==> src/rtl/uart_tx_param_if.sv <==
// rtl/uart_tx_param_if.sv - write-side port bundle for uart_tx_param
interface uart_tx_param_if #(
    parameter int DATA_BITS = 8,
    parameter int CNT_W     = 10
);
    logic [DATA_BITS-1:0] din;
    logic                 wr_en;
    logic                 full;
    logic                 overflow;
    logic [CNT_W-1:0]     data_count;

    modport master (
        output din,
        output wr_en,
        input  full,
        input  overflow,
        input  data_count
    );

    modport slave (
        input  din,
        input  wr_en,
        output full,
        output overflow,
        output data_count
    );
endinterface

==> src/rtl/uart_tx_param.sv <==
// rtl/uart_tx_param.sv - UART transmitter with byte FIFO, runtime divisor, parity and stop selection
module uart_tx_param #(
    parameter int DATA_BITS = 8,
    parameter int DEPTH     = 512,
    parameter int DIV_W     = 16,
    parameter int CNT_W     = $clog2(DEPTH) + 1
) (
    input  logic             clk,
    input  logic             srst,
    uart_tx_param_if.slave   wr,
    input  logic [DIV_W-1:0] baud_div,
    input  logic [1:0]       parity_mode,
    input  logic             two_stop,
    output logic             TX,
    output logic             busy,
    output logic             tx_done
);
    localparam int               PTR_W    = $clog2(DEPTH);
    localparam logic [CNT_W-1:0] DEPTH_C  = CNT_W'(DEPTH);
    localparam logic [3:0]       LAST_BIT = 4'(DATA_BITS - 1);
    localparam logic [DIV_W-1:0] DIV_ONE  = DIV_W'(1);

    typedef enum logic [2:0] {S_IDLE, S_START, S_DATA, S_PARITY, S_STOP} state_t;
    state_t state;

    logic [DATA_BITS-1:0] mem [DEPTH];
    logic [PTR_W-1:0]     wr_ptr;
    logic [PTR_W-1:0]     rd_ptr;
    logic [CNT_W-1:0]     count;
    logic [DATA_BITS-1:0] head;
    logic [DATA_BITS-1:0] shreg;
    logic [DIV_W-1:0]     div_q;
    logic [DIV_W-1:0]     cnt;
    logic [3:0]           idx;
    logic                 par_en_q;
    logic                 par_bit_q;
    logic                 two_stop_q;
    logic                 full_w;
    logic                 wr_acc;
    logic                 bit_last;
    logic                 last_stop;
    logic                 frame_end;
    logic                 pop;

    assign full_w    = (count == DEPTH_C);
    assign wr_acc    = wr.wr_en && !full_w;
    assign head      = mem[rd_ptr];
    assign bit_last  = (cnt == div_q - 1'b1);
    assign last_stop = (idx == {3'b000, two_stop_q});
    assign frame_end = (state == S_STOP) && bit_last && last_stop;
    // The next frame is popped in the final stop cycle so frames abut with no idle gap.
    assign pop       = (count != '0) && ((state == S_IDLE) || frame_end);

    assign wr.full       = full_w;
    assign wr.overflow   = wr.wr_en && full_w;
    assign wr.data_count = count;

    always_ff @(posedge clk) begin
        if (srst) begin
            wr_ptr <= '0;
            rd_ptr <= '0;
            count  <= '0;
        end else begin
            if (wr_acc) wr_ptr <= wr_ptr + 1'b1;
            if (pop)    rd_ptr <= rd_ptr + 1'b1;
            count <= count + CNT_W'(wr_acc) - CNT_W'(pop);
        end
    end

    always_ff @(posedge clk) begin
        if (wr_acc && !srst) mem[wr_ptr] <= wr.din;
    end

    // tx_done is registered, so it is raised on the edge that enters the final stop cycle.
    always_ff @(posedge clk) begin
        if (srst) begin
            state      <= S_IDLE;
            TX         <= 1'b1;
            busy       <= 1'b0;
            tx_done    <= 1'b0;
            cnt        <= '0;
            idx        <= '0;
            div_q      <= DIV_ONE;
            shreg      <= '0;
            par_en_q   <= 1'b0;
            par_bit_q  <= 1'b0;
            two_stop_q <= 1'b0;
        end else begin
            tx_done <= 1'b0;
            if (pop) begin
                state      <= S_START;
                TX         <= 1'b0;
                busy       <= 1'b1;
                cnt        <= '0;
                idx        <= '0;
                shreg      <= head;
                div_q      <= (baud_div == '0) ? DIV_ONE : baud_div;
                par_en_q   <= (parity_mode == 2'b01) || (parity_mode == 2'b10);
                par_bit_q  <= (^head) ^ (parity_mode == 2'b10);
                two_stop_q <= two_stop;
            end else begin
                case (state)
                    S_IDLE: begin
                        TX   <= 1'b1;
                        busy <= 1'b0;
                    end
                    S_START: begin
                        if (bit_last) begin
                            state <= S_DATA;
                            TX    <= shreg[0];
                            cnt   <= '0;
                        end else begin
                            cnt <= cnt + 1'b1;
                        end
                    end
                    S_DATA: begin
                        if (bit_last) begin
                            cnt <= '0;
                            if (idx == LAST_BIT) begin
                                idx <= '0;
                                if (par_en_q) begin
                                    state <= S_PARITY;
                                    TX    <= par_bit_q;
                                end else begin
                                    state   <= S_STOP;
                                    TX      <= 1'b1;
                                    tx_done <= (div_q == DIV_ONE) && !two_stop_q;
                                end
                            end else begin
                                idx   <= idx + 1'b1;
                                shreg <= shreg >> 1;
                                TX    <= shreg[1];
                            end
                        end else begin
                            cnt <= cnt + 1'b1;
                        end
                    end
                    S_PARITY: begin
                        if (bit_last) begin
                            state   <= S_STOP;
                            TX      <= 1'b1;
                            cnt     <= '0;
                            tx_done <= (div_q == DIV_ONE) && !two_stop_q;
                        end else begin
                            cnt <= cnt + 1'b1;
                        end
                    end
                    S_STOP: begin
                        if (bit_last) begin
                            if (last_stop) begin
                                state <= S_IDLE;
                                TX    <= 1'b1;
                                busy  <= 1'b0;
                            end else begin
                                idx     <= idx + 1'b1;
                                cnt     <= '0;
                                tx_done <= (div_q == DIV_ONE);
                            end
                        end else begin
                            cnt     <= cnt + 1'b1;
                            tx_done <= last_stop && (cnt + 1'b1 == div_q - 1'b1);
                        end
                    end
                    default: state <= S_IDLE;
                endcase
            end
        end
    end
endmodule

==> src/flat_wrapper.sv <==
// flat-port wrapper written by rule: the top's interface ports become plain ports
module uart_tx_param_flat 
#(
    parameter int DATA_BITS = 8,
    parameter int DEPTH     = 512,
    parameter int DIV_W     = 16,
    parameter int CNT_W     = $clog2(DEPTH) + 1
)
  (clk, srst, baud_div, parity_mode, two_stop, TX, busy, tx_done, wr_din, wr_wr_en, wr_full, wr_overflow, wr_data_count);
  uart_tx_param_if #(.DATA_BITS(DATA_BITS), .CNT_W(CNT_W)) wr_i ();
  input  logic clk;
  input  logic srst;
  input  logic [DIV_W-1:0] baud_div;
  input  logic [1:0] parity_mode;
  input  logic two_stop;
  output logic TX;
  output logic busy;
  output logic tx_done;
  input wire logic [$bits(wr_i.din)-1:0] wr_din;
  input wire logic [$bits(wr_i.wr_en)-1:0] wr_wr_en;
  output wire logic [$bits(wr_i.full)-1:0] wr_full;
  output wire logic [$bits(wr_i.overflow)-1:0] wr_overflow;
  output wire logic [$bits(wr_i.data_count)-1:0] wr_data_count;
  assign wr_i.din = wr_din;
  assign wr_i.wr_en = wr_wr_en;
  assign wr_full = wr_i.full;
  assign wr_overflow = wr_i.overflow;
  assign wr_data_count = wr_i.data_count;
  uart_tx_param #(.DATA_BITS(DATA_BITS), .DEPTH(DEPTH), .DIV_W(DIV_W), .CNT_W(CNT_W)) u_core (.clk(clk), .srst(srst), .wr(wr_i), .baud_div(baud_div), .parity_mode(parity_mode), .two_stop(two_stop), .TX(TX), .busy(busy), .tx_done(tx_done));
endmodule
==> config.mk <==
export PLATFORM = sky130hd
export DESIGN_NAME = uart_tx_param_flat
export DESIGN_NICKNAME = d
export VERILOG_FILES = /design/src/rtl/uart_tx_param_if.sv /design/src/rtl/uart_tx_param.sv /design/src/flat_wrapper.sv
export SDC_FILE = /design/constraint.sdc
export NUM_CORES = 2
export LEC_CHECK = 0
export ABC_AREA = 1
export CORE_MARGIN = 3
export CORE_UTILIZATION = 60
export DETAILED_ROUTE_END_ITERATION = 10
export PLACE_DENSITY = 0.78
export SETUP_SLACK_MARGIN = 0.15
export SYNTH_ARGS = -nofsm -noshare
export SYNTH_HDL_FRONTEND = slang
export SYNTH_SLANG_ARGS = --single-unit
export TNS_END_PERCENT = 5
==> constraint.sdc <==
create_clock -name clk -period 6.1 [get_ports clk]
set_clock_uncertainty 0.1 [all_clocks]
set_input_delay 1.22 -clock clk [delete_from_list [all_inputs] [get_ports clk]]
set_output_delay 1.22 -clock clk [all_outputs]
set_load 0.02 [all_outputs]
==> run metrics <==
drt via density 6.33; R2R depth 33; P&R area growth vs syn 9.60%; fill count 19.5k; sequential area share after synthesis 0.729; detailed placement HPWL 256000 um; Die Wd 540 um; post-route ant nets 0; Slew HR 0.0872; Initial Util 0.605; Clk Latency, worst-skew pair 0.91 ns; CORE AREA 283000 um^2; PD cells 409 nW/um^2; yosys warns 0; DRT Pass-1 Iters 7; Worst EP arrival 6.01 ns; most frequent cells in the layout edfxtp_1 (4096), nand2_1 (4007), nand3_1 (3839); worst hold-check path type flop to flop; Max Root-Sink Buffers 4; fmax 0.188 GHz; clock power share 0.326; Post-CTS Setup Inserts 0; status finished, final reports clean; EDFF count, synth 4096; Slowest-stage cell, CP fa_1; clock slew at reported path FFs 0.07 ns; Max-cap violations 0; met2 usage 0.474; CTS Buf Count 405; fin util 0.663; Placement Setup Slack 0.817 ns; part of the power in combinational logic 0.257; initial antenna violation count 14; H-tree depth 5; final hold vios 0; Worst Path Buf+Inv 6; Int Pwr 0.0515 W; switching power 0.0252 W; Tmin final 5.31 ns; Placer Congestion 0.901; first-pass GRT wire length 680000 um; Worst-Margin Slew 1.37 ns; P_leak 64.6 nW; Final Cycle Share 0.871; Routed wire per std cell 25.1 um; root buf cell clkbuf_16; critical path depth 33; I/O pin cnt 45; GR peak layer met2; port buffer count 44; cell family with most CP delay simple AND/OR/NAND/NOR gates; commonest non-fill, non-tap cell in the layout edfxtp_1; num rows 195; CP max FO 26; largest net degree at the start of global routing 194; Yosys reg bits 4186; TNS Setup 0 ns; total track usage 0.308; Syn Nets 14.7k; M1 GR Usage 0.412; Multi-input gate area 41200 um^2; Die Y 540 um; prevailing post-synth register cell edfxtp_1; DRT Wirelength 461000 um; GR Overflow Total 0; CP Class flop to flop; Pins Over Slew Limit 0; clk sinks 4186; Post-CTS Hold Fix Bufs 0; syn_area_per_cell 11.7 um^2; CP peak stage delay 0.44 ns; Hold Path Stages 2; DR vias 116k; Seq pwr share 0.417; Max VDD drop 340 uV; register area 125000 um^2; DR iter-0 viols 18.6k; die area 292000 um^2; vias in the first global route 111k; post-CTS sizing 0; # DRC 0; CP Launch Type flop; CTS tree yes; Mapped Cells 14.6k; layout cells sized above 1 0.0583; setup violators final 0; M3 GR Usage 0.0762; fin worst setup slack 0.786 ns; Sw Ratio 0.328; critical path endpoint category flop; Critical Path RT 6.79 ns; synth unique cells 55; # nets final 14.4k; ys async rst share 0; RSZ-0062 raised after global routing no; Cell Area, Synth 171000 um^2
## path summary, 6_finish.rpt
| path | to | startpoint | slack, ns |
|---|---|---|---|
| min | u_core.shreg[6]$_SDFFE_PP0P_ | u_core.shreg[6]$_SDFFE_PP0P_ | 0.38 |
| max | u_core.wr.data_count[8]$_SDFF_PP0_ | u_core.div_q[1]$_SDFFE_PP0N_ | 0.79 |
| min reg2reg | u_core.shreg[6]$_SDFFE_PP0P_ | u_core.shreg[6]$_SDFFE_PP0P_ | 0.38 |
| max reg2reg | u_core.wr.data_count[8]$_SDFF_PP0_ | u_core.div_q[1]$_SDFFE_PP0N_ | 0.79 |
## power groups by stage
stage / combinational, W / clock, W / sequential [W]
final: 0.0197 / 0.0250 / 0.0319
after global routing: 0.0213 / 0.0262 / 0.0319
after CTS: 0.0192 / 0.0250 / 0.0319
after detailed placement: 0.0190 / 0 / 0.0325
after global placement: 0.0186 / 0 / 0.0325
after floorplan: 0.0131 / 0 / 0.0324
## stage by stage
| stage | instance area, um^2 | power [W] | std cells | hold slack [ns] |
|---|---|---|---|---|
| floorplan | 171000 | 0.0455 | 14600 | 0.340 |
| global placement | 174000 | 0.0512 | 17600 | 0.363 |
| detailed placement | 174000 | 0.0516 | 17600 | 0.366 |
| CTS | 188000 | 0.0762 | 18400 | 0.377 |
| global route | 188000 | 0.0794 | 18400 | 0.398 |
| finish | 188000 | 0.0767 | 18400 | 0.378 |
## layout make-up
class | instances | share of cell area
Clock buffer | 506 | 0.0576
Sequential cell | 4186 | 0.666
Tap cell | 3743 | 0.0250
Multi-Input combinational cell | 9261 | 0.220
Antenna cell | 10 | 0.000133
Clock inverter | 228 | 0.0124
Inverter | 214 | 0.00450
Timing Repair Buffer | 234 | 0.0152
## cell usage after synthesis, types with 6 or more instances
master	count	area [um^2]
edfxtp_1	4096	123000
nand2_1	4023	15100
nand3_1	3839	19200
nor2_1	797	2990
buf_2	534	2670
clkbuf_1	297	1110
o21ai_0	243	1220
inv_1	189	709
buf_1	141	529
a21oi_1	92	460
o22ai_1	92	576
dfxtp_1	90	1800
xor2_1	31	272
ha_1	25	313
nor3_1	21	105
clkinv_1	15	56.3
xnor2_1	11	96.3
buf_4	10	75.1
inv_2	9	33.8
nor4_1	9	56.3
o21ai_1	9	45.0
nand4_1	8	50.1
a22oi_1	6	45.0
nand2_2	6	37.5
## kinds of logic (layout without fill, tap and decap cells)
group                      after synthesis  count (layout)  synth area share
other                                    0              10                 0
adders and majority gates               26              26           0.00194
xor gates and xnor gates                45              45           0.00250
buffers and inverters                 1202            1182            0.0308
DFF                                   4186            4186             0.729
and+or+nand+nor                       8731            8731             0.221
AOI/OAI and AO/OA                      459             459            0.0145
## sequential cells by signal (all words and copies together) (netlist names), 3 cells and up, named ones only
signal,cells
u_core.wr_ptr,9
u_core.mem,4096
u_core.wr.data_count,10
u_core.shreg,8
u_core.state,3
u_core.div_q,16
u_core.rd_ptr,9
u_core.idx,4
u_core.cnt,16
## routing by layer
metal	part of all wire	wire (um)
met5	0.00013	61
met3	0.13	60500
met4	0.056	25900
met1	0.36	165000
met2	0.45	210000
## worst reg2reg max path: cells and delay by family, from the launching register on
family	cells	cell delay, ns
and+or+nand+nor	18	2.29
xor gates and xnor gates	1	0.12
AOI/OAI and AO/OA	4	0.61
DFF	1	0.30
buffers and inverters	6	0.67
adders and majority gates	4	1.12
(Power assumes the default switching activity.)
